--- src/rtl/h264_tx_pkg.sv ---
// Shared constants and types for the H.264 forward transform datapath.
// Latency: none (package only).
// Backpressure: not applicable.
package h264_tx_pkg;

  // Fixed 4x4 transform geometry and default residual lane width
  localparam int MB_SIZE       = 4;
  localparam int RES_WIDTH_DEF = 8;

  // Worst-case magnitude growth of one 4-point pass is 6x (y1 = 2d + c), so 3 bits
  localparam int BF_GROWTH   = 3;
  // Two passes (rows then columns) give the coefficient width
  localparam int COEF_GROWTH = 2 * BF_GROWTH;

  // Butterfly weights: even outputs are unit-weighted, odd outputs scale one term by 2
  localparam int BF_ODD_SCALE = 2;

  localparam int ROW_WIDTH_DEF  = RES_WIDTH_DEF + BF_GROWTH;
  localparam int COEF_WIDTH_DEF = RES_WIDTH_DEF + COEF_GROWTH;

  typedef logic signed [ROW_WIDTH_DEF-1:0]  row_t;
  typedef logic signed [COEF_WIDTH_DEF-1:0] coef_t;

  typedef enum logic {
    TAG_LUMA   = 1'b0,
    TAG_CHROMA = 1'b1
  } blk_tag_t;

endpackage

--- src/rtl/fwd_core_transform_if.sv ---
// Row-in / column-out stream bundle of the forward core transform.
// Latency: none (wiring only).
// Backpressure: src_ready/dst_ready handshakes on the two sides.
interface fwd_core_transform_if #(
  parameter int RES_WIDTH = 8
);
  import h264_tx_pkg::*;

  localparam int COEF_WIDTH = RES_WIDTH + COEF_GROWTH;

  // Residual row side
  logic                          ccin;
  logic [MB_SIZE*RES_WIDTH-1:0]  residual;
  logic                          src_valid;
  logic                          src_ready;

  // Coefficient column side
  logic [MB_SIZE*COEF_WIDTH-1:0] coef;
  logic                          dst_valid;
  logic                          dst_ready;
  logic                          ccout;
  logic                          blk_last;
  logic [COEF_WIDTH-1:0]         dc_out;
  logic                          dc_valid;

  // View of the transform core itself
  modport slave (
    input  ccin, residual, src_valid, dst_ready,
    output src_ready, coef, dst_valid, ccout, blk_last, dc_out, dc_valid
  );

  // View of the surrounding pipeline (mc upstream, quantiser downstream)
  modport master (
    output ccin, residual, src_valid, dst_ready,
    input  src_ready, coef, dst_valid, ccout, blk_last, dc_out, dc_valid
  );

endinterface

--- src/rtl/fct_butterfly.sv ---
// 1-D 4-point H.264 forward integer transform, sign-extended by 3 bits.
// Latency: combinational.
// Backpressure: none; pure datapath.
module fct_butterfly
  import h264_tx_pkg::*;
#(
  parameter int IN_W = 8
) (
  input  logic [MB_SIZE*IN_W-1:0]             x,
  output logic [MB_SIZE*(IN_W+BF_GROWTH)-1:0] y
);

  localparam int OUT_W = IN_W + BF_GROWTH;

  logic signed [OUT_W-1:0] x0, x1, x2, x3;
  logic signed [OUT_W-1:0] a, b, c, d;

  // Sign-extend lanes to the output width first so no intermediate can wrap
  always_comb begin
    x0 = {{BF_GROWTH{x[1*IN_W-1]}}, x[0*IN_W +: IN_W]};
    x1 = {{BF_GROWTH{x[2*IN_W-1]}}, x[1*IN_W +: IN_W]};
    x2 = {{BF_GROWTH{x[3*IN_W-1]}}, x[2*IN_W +: IN_W]};
    x3 = {{BF_GROWTH{x[4*IN_W-1]}}, x[3*IN_W +: IN_W]};
    a  = x0 + x3;
    b  = x1 + x2;
    c  = x1 - x2;
    d  = x0 - x3;
    y  = '0;
    y[0*OUT_W +: OUT_W] = a + b;
    y[1*OUT_W +: OUT_W] = (d <<< 1) + c;
    y[2*OUT_W +: OUT_W] = a - b;
    y[3*OUT_W +: OUT_W] = d - (c <<< 1);
  end

endmodule

--- src/rtl/fwd_core_transform.sv ---
// Forward 4x4 core transform: row pass on entry, ping-pong transpose, column pass on exit.
// Latency: column 0 valid the cycle after row 3 is accepted; one column per cycle thereafter.
// Backpressure: src_ready low while the write bank is full; output held while dst_ready is low.
// Optional DC tap: define FCT_DC_TAP_EN to drive dc_out/dc_valid (tied to 0 otherwise).
module fwd_core_transform
  import h264_tx_pkg::*;
#(
  parameter int RES_WIDTH = RES_WIDTH_DEF
) (
  input logic                 clk,
  input logic                 reset,
  fwd_core_transform_if.slave bus
);

  localparam int         ROW_W  = RES_WIDTH + BF_GROWTH;
  localparam int         COEF_W = ROW_W + BF_GROWTH;
  localparam logic [1:0] LAST   = 2'(MB_SIZE - 1);

  logic [MB_SIZE*ROW_W-1:0]  row_y;
  logic [MB_SIZE*ROW_W-1:0]  col_x;
  logic [MB_SIZE*COEF_W-1:0] col_y;

  // mem[bank][row] holds one row-transformed row, lane k = column k
  logic [MB_SIZE*ROW_W-1:0]  mem [2][MB_SIZE];
  logic [1:0]                full;
  blk_tag_t                  tag [2];
  logic                      wr_bk, rd_bk;
  logic [1:0]                row_cnt, col_cnt;
  logic                      wr_fire, rd_fire;

  fct_butterfly #(.IN_W(RES_WIDTH)) u_row (
    .x (bus.residual),
    .y (row_y)
  );

  fct_butterfly #(.IN_W(ROW_W)) u_col (
    .x (col_x),
    .y (col_y)
  );

  // Flags are registered, so a bank freed this cycle only reopens next cycle
  assign bus.src_ready = reset & ~full[wr_bk];
  assign bus.dst_valid = full[rd_bk];
  assign bus.coef      = full[rd_bk] ? col_y : '0;
  assign bus.ccout     = tag[rd_bk];
  assign bus.blk_last  = full[rd_bk] & (col_cnt == LAST);

  assign wr_fire = bus.src_valid & bus.src_ready;
  assign rd_fire = bus.dst_valid & bus.dst_ready;

  // Gather column col_cnt of the read bank as the column-pass input
  always_comb begin
    col_x = '0;
    for (int r = 0; r < MB_SIZE; r++) begin
      col_x[r*ROW_W +: ROW_W] = mem[rd_bk][r][int'(col_cnt)*ROW_W +: ROW_W];
    end
  end

  // Store each accepted row-transformed row into the write bank
  always_ff @(posedge clk or negedge reset) begin
    if (!reset) begin
      for (int bk = 0; bk < 2; bk++) begin
        for (int r = 0; r < MB_SIZE; r++) begin
          mem[bk][r] <= '0;
        end
      end
    end else if (wr_fire) begin
      mem[wr_bk][row_cnt] <= row_y;
    end
  end

  // Write-side pointer/counter and block tag capture on row 0
  always_ff @(posedge clk or negedge reset) begin
    if (!reset) begin
      wr_bk   <= 1'b0;
      row_cnt <= '0;
      tag[0]  <= TAG_LUMA;
      tag[1]  <= TAG_LUMA;
    end else if (wr_fire) begin
      if (row_cnt == '0) begin
        tag[wr_bk] <= blk_tag_t'(bus.ccin);
      end
      if (row_cnt == LAST) begin
        wr_bk   <= ~wr_bk;
        row_cnt <= '0;
      end else begin
        row_cnt <= row_cnt + 2'd1;
      end
    end
  end

  // Read-side pointer/counter advanced by each output handshake
  always_ff @(posedge clk or negedge reset) begin
    if (!reset) begin
      rd_bk   <= 1'b0;
      col_cnt <= '0;
    end else if (rd_fire) begin
      if (col_cnt == LAST) begin
        rd_bk   <= ~rd_bk;
        col_cnt <= '0;
      end else begin
        col_cnt <= col_cnt + 2'd1;
      end
    end
  end

  // Full flags: set by the last row write, cleared by the last column read.
  // Writes only target an empty bank and reads only a full one, so never the same bank.
  always_ff @(posedge clk or negedge reset) begin
    if (!reset) begin
      full <= '0;
    end else begin
      for (int bk = 0; bk < 2; bk++) begin
        if (wr_fire && (row_cnt == LAST) && (wr_bk == 1'(bk))) begin
          full[bk] <= 1'b1;
        end else if (rd_fire && (col_cnt == LAST) && (rd_bk == 1'(bk))) begin
          full[bk] <= 1'b0;
        end
      end
    end
  end

`ifdef FCT_DC_TAP_EN
  logic [COEF_W-1:0] dc_q;
  logic              dc_vld_q;

  // Capture Y[0][0] when column 0 handshakes; pulse valid for one cycle
  always_ff @(posedge clk or negedge reset) begin
    if (!reset) begin
      dc_q     <= '0;
      dc_vld_q <= 1'b0;
    end else begin
      dc_vld_q <= rd_fire & (col_cnt == '0);
      if (rd_fire && (col_cnt == '0)) begin
        dc_q <= col_y[COEF_W-1:0];
      end
    end
  end

  assign bus.dc_out   = dc_q;
  assign bus.dc_valid = dc_vld_q;
`else
  assign bus.dc_out   = '0;
  assign bus.dc_valid = 1'b0;
`endif

endmodule

--- src/flat_wrapper.sv ---
// flat-port wrapper written by rule: the top's interface ports become plain ports
module fwd_core_transform_flat import h264_tx_pkg::*;
#(
  parameter int RES_WIDTH = RES_WIDTH_DEF
)
  (clk, reset, bus_ccin, bus_residual, bus_src_valid, bus_dst_ready, bus_src_ready, bus_coef, bus_dst_valid, bus_ccout, bus_blk_last, bus_dc_out, bus_dc_valid);
  fwd_core_transform_if #(.RES_WIDTH(RES_WIDTH)) bus_i ();
  input logic clk;
  input logic reset;
  input wire logic [$bits(bus_i.ccin)-1:0] bus_ccin;
  input wire logic [$bits(bus_i.residual)-1:0] bus_residual;
  input wire logic [$bits(bus_i.src_valid)-1:0] bus_src_valid;
  input wire logic [$bits(bus_i.dst_ready)-1:0] bus_dst_ready;
  output wire logic [$bits(bus_i.src_ready)-1:0] bus_src_ready;
  output wire logic [$bits(bus_i.coef)-1:0] bus_coef;
  output wire logic [$bits(bus_i.dst_valid)-1:0] bus_dst_valid;
  output wire logic [$bits(bus_i.ccout)-1:0] bus_ccout;
  output wire logic [$bits(bus_i.blk_last)-1:0] bus_blk_last;
  output wire logic [$bits(bus_i.dc_out)-1:0] bus_dc_out;
  output wire logic [$bits(bus_i.dc_valid)-1:0] bus_dc_valid;
  assign bus_i.ccin = bus_ccin;
  assign bus_i.residual = bus_residual;
  assign bus_i.src_valid = bus_src_valid;
  assign bus_i.dst_ready = bus_dst_ready;
  assign bus_src_ready = bus_i.src_ready;
  assign bus_coef = bus_i.coef;
  assign bus_dst_valid = bus_i.dst_valid;
  assign bus_ccout = bus_i.ccout;
  assign bus_blk_last = bus_i.blk_last;
  assign bus_dc_out = bus_i.dc_out;
  assign bus_dc_valid = bus_i.dc_valid;
  fwd_core_transform #(.RES_WIDTH(RES_WIDTH)) u_core (.clk(clk), .reset(reset), .bus(bus_i));
endmodule
--- config.mk ---
export PLATFORM = sky130hd
export DESIGN_NAME = fwd_core_transform_flat
export DESIGN_NICKNAME = d
export VERILOG_FILES = /design/src/rtl/h264_tx_pkg.sv /design/src/rtl/fwd_core_transform_if.sv /design/src/rtl/fct_butterfly.sv /design/src/rtl/fwd_core_transform.sv /design/src/flat_wrapper.sv
export SDC_FILE = /design/constraint.sdc
export NUM_CORES = 1
export LEC_CHECK = 0
export ABC_AREA = 0
export BUFFER_PORTS_ARGS = -buffer_cell sky130_fd_sc_hd__buf_2
export CORE_MARGIN = 4
export CORE_UTILIZATION = 43
export CTS_BUF_LIST = sky130_fd_sc_hd__clkbuf_2
export DETAILED_ROUTE_END_ITERATION = 12
export PLACE_DENSITY_LB_ADDON = 0.3
export SETUP_SLACK_MARGIN = 0.15
export SLEW_MARGIN = 20
export SYNTH_ARGS = -nofsm -noshare
export SYNTH_HDL_FRONTEND = slang
export SYNTH_SLANG_ARGS = --single-unit
--- constraint.sdc ---
create_clock -name clk -period 8.9 [get_ports clk]
set_input_delay 2.225 -clock clk [delete_from_list [all_inputs] [get_ports clk]]
set_output_delay 2.225 -clock clk [all_outputs]
set_load 0.005 [all_outputs]
==> results.cfg, run 1 <==
[outcome]
outcome = complete, no violations

[setup_path]
cp-start-kind = register
path_class = register to output pin
reg2reg_depth = 9
r2r_setup_slack_ns = 5.71
path_cells = buf_4 > mux4_2 > mux2i_1 > ha_1 > inv_1 > o21a_1 > o21bai_1 > a21oi_1 > o21ai_1 > a21oi_1 > mux2_2 > a2111oi_1 > ha_1 > a21o_1 > a31oi_1 > o211ai_1 > a21oi_1 > buf_2
cp_data_required_time_ns = 6.68
critical_path_arrival_ns = 6.14
path_common_cell = a21oi_1
slowest_delay_ns = 0.54
worstSetupEndpointType = output pin
path_max_fanout = 9
critPathSlowestCell = dfrtp_4

[sta]
fin_skew_ns = 0.101
slew_violations = 0
finalWorstSetupSlack_ns = 0.532
period_share_pct = 94.0
finalHoldViolations = 0
final.setup.tns_ns = 0
maxSlewHeadroom_pct = 27.3
rsz0062_at_grt = false
worstMarginPinSlew_ns = 1.08
period_minus_slack_ns = 8.37
max_freq_mhz = 120
setup_violations = 0

[synth]
syn_inst = 2286
syn_area_um2 = 22000
synth_common_cells = 338 x dfrtp_1, 306 x nand2_1, 285 x o21ai_0
synth.top_cell.area_share_pct = 38.4
synth_edf_count = 0
synth_flop_cell = dfrtp_1
synth_largest_area_cell = dfrtp_1
synth.avg_cell_area_um2 = 9.64
synth.yosys.seq_area_share_pct = 38.4
synthDistinctLibCells = 64
yosys_warnings = 0
synthArstFlopShare_pct = 100
synthTopCellsByArea = dfrtp_1 38%, ha_1 9.3%, mux4_2 6.9%
ys_ff_latch = 338
yosysMostFrequentCell = dfrtp_1

[global_route]
track_usage_pct = 20.1
overflow = 0
grt_pass1_vias = 16816
antenna_found_initial = 1
grt_pass1_wl_mm = 88.5
grt_start_max_net_pins = 96

[finish]
drive_gt1_share_pct = 18.6
multi_input_area_um2 = 12500
final_nets = 2586
finalCoreUtilization_pct = 47.5
fill_cells = 4745
area_delta_synth_final_pct = 8.57
regArea_um2 = 8470

[route]
totalWireLength_mm = 55.5
drt_pass1_iterations = 7
drc = 0
wire_per_inst_um = 17.9
viasPerCell = 5.43
drt_iter0_drc = 1030
ant_nets = 0
num_vias = 16870

[place]
place_ws_ns = 1.25
dp.final_hpwl_mm = 39.7
routabilityCongestion = 0.923
port_buffers = 96

[floorplanning]
dieArea_um2 = 54900
floorplan.initialDensity_pct = 43.7
row_count = 82
io_pins = 112
core_um2 = 50400
dieWidth_um = 234
die_y_um = 234

[clock_tree]
clk_pin_slew_ns = 0.10
numClockSinks = 338
htree_levels = 3
tritoncts = yes
cts_buffers = 85
clockBufferDepth = 3
cts_hold_buf = 0
clockRootBuffer = clkbuf_2
clk_latency_ns = 1.00

[job]
cap_violations = 0

[min_path]
hp-class = register to register
holdPathStages = 2
[layer usage]
| metal | track usage, % | vias to the layer above | part of all wire, % |
|---|---|---|---|
| met5 | 0 | - | 0 |
| met4 | 5.50 | 0 | 1.6 |
| met3 | 2.77 | 78 | 5.3 |
| met2 | 32.7 | 435 | 46 |
| met1 | 28.4 | 8216 | 47 |
| li1 | - | 8141 | - |
[sequential cells by signal, summed over array words and instances (netlist names)]
register	count
u_core.tag	2
u_core.wr_bk	1
u_core.row_cnt	2
u_core.rd_bk	1
u_core.col_cnt	2
u_core.mem	328
u_core.full	2
[final timing paths]
path,startpoint,endpoint
min in group asynchronous,reset,u_core.mem[69]
min,u_core.mem[59],u_core.mem[59]
max reg2reg,u_core.wr_bk,u_core.mem[228]
max,u_core.rd_bk,bus_coef[13]
min reg2reg,u_core.mem[59],u_core.mem[59]
max in group asynchronous,reset,u_core.rd_bk
[worst max-delay path, delay by kind of cell, from the launching register on]
family	cells	cell delay (ns)
AOI/OAI and AO/OA	10	2.08
adders and majority gates	2	0.81
buffers and inverters	3	0.49
DFF	1	0.54
muxes	3	1.32
[cells by family (layout without fill, tap and decap cells)]
| kind of cell | Yosys count | after routing | synth area share (%) |
|---|---|---|---|
| and+or+nand+nor | 558 | 558 | 10.9 |
| xor gates and xnor gates | 111 | 111 | 4.41 |
| AOI/OAI and AO/OA | 574 | 574 | 15.5 |
| muxes | 225 | 225 | 14.7 |
| adders and majority gates | 181 | 181 | 10.8 |
| buffers and inverters | 298 | 432 | 5.40 |
| other | 1 | 16 | 0.0170 |
| DFF | 338 | 338 | 38.4 |
[cell usage in the layout, fill, tap and decap left out, drive strengths merged, types with 4 or more instances in the layout]
cell,synthesis,routed
mux2i,54,54
o31a,13,13
and2,7,7
nand2,306,306
a21boi,7,7
a21o,22,22
nand2b,16,16
nor2b,19,19
o31ai,13,13
xor2,29,29
o21ai,292,292
fa,16,16
a21oi,108,108
and3,8,8
nand3,6,6
xnor2,82,82
nor2,128,128
nor3,28,28
o21bai,30,30
mux4,68,68
clkinv,0,27
or4,16,16
a2111oi,4,4
o21a,14,14
a211o,4,4
nor3b,4,4
a31oi,4,4
dfrtp,338,338
inv,157,158
buf,36,123
conb,1,15
a211oi,18,18
nor4,12,12
o211ai,21,21
o41ai,4,4
mux2,103,103
ha,164,164
clkbuf,105,119
[timing repair]
action / CTS / global route
hold endpoints to repair: 0 / 0
gates resized for setup: 0 / 5
setup endpoints to repair: 0 / 11
setup buffers: 0 / 6
[stage by stage]
step                instance area (um^2)  hold slack (ns)  cells
floorplan                          22100            0.443   2300
global placement                   23000            0.455   2948
detailed placement                 23000            0.466   2948
CTS                                23800            0.487   3100
global route                       23900            0.508   3107
finish                             23900            0.482   3107
[area by class of cell]
type	instances	area share, %
Clock inverter	33	0.910
Timing Repair Buffer	123	3.02
Inverter	157	2.46
Sequential cell	338	35.4
Tap cell	672	3.51
Antenna cell	1	0.0105
Clock buffer	119	2.49
Multi-Input combinational cell	1664	52.2
Power of run 1 is not shown: default switching activity piles up to over one toggle a cycle in this logic, so the estimate is an artifact.
==> inputs of run 2 (changes only) <==
--- a/config.mk
+++ b/config.mk
@@ -7,6 +7,7 @@
 export LEC_CHECK = 0
 export ABC_AREA = 0
 export BUFFER_PORTS_ARGS = -buffer_cell sky130_fd_sc_hd__buf_2
+export CORE_ASPECT_RATIO = 1.4
 export CORE_MARGIN = 4
 export CORE_UTILIZATION = 43
 export CTS_BUF_LIST = sky130_fd_sc_hd__clkbuf_2
@@ -16,4 +17,5 @@
 export SLEW_MARGIN = 20
 export SYNTH_ARGS = -nofsm -noshare
 export SYNTH_HDL_FRONTEND = slang
+export SYNTH_HIERARCHICAL = 1
 export SYNTH_SLANG_ARGS = --single-unit
==> results.cfg, run 2 <==
[setup_path]
path_max_fanout = 10
cp_data_required_time_ns = 6.68
rr_startpoint = u_core/row_cnt[0]
critical-path-top-delay-family = compound AO/OA/AOI/OAI gates
worstSetupEndpointType = output pin
critPathBufInv = 3
reg2reg_depth = 6
r2r-end = u_core/mem[326]
path_common_cell = a21oi_1
r2r_setup_slack_ns = 6.19
critical_path_arrival_ns = 6.13
slowest_delay_ns = 0.51
path_class = register to output pin
critPathSlowestCell = mux4_2
path_cells = buf_12 > buf_4 > mux4_2 > mux2_2 > ha_1 > o21bai_1 > a21oi_1 > o21bai_1 > a21oi_1 > o21bai_1 > a21oi_1 > xor2_1 > ha_1 > and4_1 > a2111oi_2 > a21oi_1 > xor2_1 > and2_1 > buf_2
cp-start-kind = register

[global_route]
grt_pass1_wl_mm = 87.1
grt_start_max_net_pins = 196
antenna_found_initial = 1
grt_pass1_vias = 16397
overflow = 0
track_usage_pct = 18.4

[outcome]
outcome = complete, no violations

[sta]
hold_slack_ns = 0.495
rsz0062_at_grt = true
maxSlewHeadroom_pct = 33.4
finalHoldViolations = 0
worstMarginPinSlew_ns = 0.992
period_minus_slack_ns = 8.35
slew_violations = 0
max_freq_mhz = 120
period_share_pct = 93.9
setup_violations = 0
final.setup.tns_ns = 0
fin_skew_ns = 0.103

[job]
cap_violations = 0

[synth]
synth.avg_cell_area_um2 = 12.2
synth_common_cells = 398 x mux2_2, 362 x dfrtp_1, 162 x ha_1
synth_edf_count = 0
synth.yosys.seq_area_share_pct = 38.3
syn_area_um2 = 23600
yosys_warnings = 6
yosysMostFrequentCell = mux2_2
synthArstFlopShare_pct = 100
synth_largest_area_cell = dfrtp_1
syn_inst = 1933
synth.top_cell.area_share_pct = 38.3
ys_ff_latch = 362
synth_flop_cell = dfrtp_1
synthTopCellsByArea = dfrtp_1 38%, mux2_2 19%, ha_1 8.6%
synthDistinctLibCells = 98

[clock_tree]
tritoncts = yes
cts_buffers = 82
clk_pin_slew_ns = 0.11
numClockSinks = 362
clockRootBuffer = clkbuf_2
clockBufferDepth = 3
clk_latency_ns = 0.98
htree_levels = 3

[finish]
final_nets = 2255
stdcell_area_um2 = 25500
largest_reg_flops = 352
area_delta_synth_final_pct = 7.87
final_common_cell = mux2_2
final_cell_mix = 398 x mux2_2, 359 x dfrtp_1, 162 x ha_1
drive_gt1_share_pct = 38.1
largest_register = u_core/mem

[route]
num_vias = 15183
totalWireLength_mm = 53.4
drt_pass1_iterations = 5
wire_per_inst_um = 18.9
drt_iter0_drc = 501
drc = 0
ant_nets = 0
viasPerCell = 5.37

[floorplanning]
core_um2 = 54300
dieWidth_um = 206
floorplan.initialDensity_pct = 43.5
die_y_um = 285
io_pins = 112
row_count = 101
dieArea_um2 = 58800

[place]
dp.final_hpwl_mm = 37.9
routabilityCongestion = 0.854
port_buffers = 96
postPlaceCellArea_um2 = 24500

[min_path]
hp-class = register to register
min_from = u_core/mem[217]
holdPathStages = 1
whs_endpoint = u_core/mem[217]
-- run 2: changes by cell type after synthesis, moves of 24 or more --
cell	delta
clkbuf_1	-81
dfrtp_1	+24
mux2_2	+296
o21ai_0	-253
mux2i_1	-50
buf_2	+25
nor2_1	-66
nand2_1	-276
and2_1	+54
a21oi_1	-31
-- run 2: cells by family (layout without fill, tap and decap cells) --
group / count (synthesis) / after routing / synth area share [%]
fa+ha+maj: 179 / 179 / 9.95
compound gates: 268 / 268 / 7.96
flops: 362 / 362 / 38.3
xor+xnor: 120 / 120 / 4.80
simple gates: 245 / 245 / 5.59
mux: 497 / 497 / 27.9
other cells: 1 / 16 / 0.0159
buf+inv: 261 / 419 / 5.48
-- run 2: worst max path at each step --
| stage | start | end | slack, ns | cells past startpoint |
|---|---|---|---|---|
| after CTS | u_core/rd_bk | bus_coef[11] | 0.17 | 20 |
| after global placement | u_core/rd_bk | bus_coef[11] | 1.04 | 18 |
| after detailed placement | u_core/rd_bk | bus_coef[11] | 1.02 | 18 |
| after global routing | u_core/rd_bk | bus_coef[26] | 0.13 | 20 |
| after floorplan | u_core/col_cnt[1] | bus_coef[11] | 2.07 | 21 |
| final | u_core/rd_bk | bus_coef[11] | 0.55 | 19 |
-- run 2: layout make-up --
class	instances	area (um^2)
fillers	5033	28900
diodes	1	2.50
well taps	721	902
repair buffers	120	764
multi-input cells	1324	13400
clock buffers	128	641
flip-flops and latches	362	9070
clock inverters	20	170
inverters	151	567
-- run 2: metrics by stage --
stage | setup WS [ns] | instances | utilization, %
floorplan | 2.07 | 1947 | -
global placement | 1.04 | 2671 | 45.1
detailed placement | 1.02 | 2671 | 45.1
CTS | 0.173 | 2821 | 46.7
global route | 0.134 | 2827 | 46.9
finish | 0.546 | 2827 | 46.9
-- run 2: timing repair --
| item | 4_1_cts | 5_1_grt |
|---|---|---|
| buffers inserted | 2 | 4 |
| hold buffers | 0 | 0 |
| endpoints found under the setup margin | 10 | 13 |
| cloned | 0 | 0 |
| gates resized for setup | 1 | 4 |
-- run 2: layer usage --
metal / share of wire [%] / track usage (%) / routed length [um] / vias to the layer above
met4: 2.2 / 5.18 / 1160 / 0
met5: 0 / 0 / 0 / -
li1: - / - / - / 7100
met2: 51 / 32.7 / 27400 / 276
met3: 3.4 / 2.63 / 1820 / 69
met1: 43 / 23.3 / 23000 / 7738
Power of run 2 is left out for the same reason.
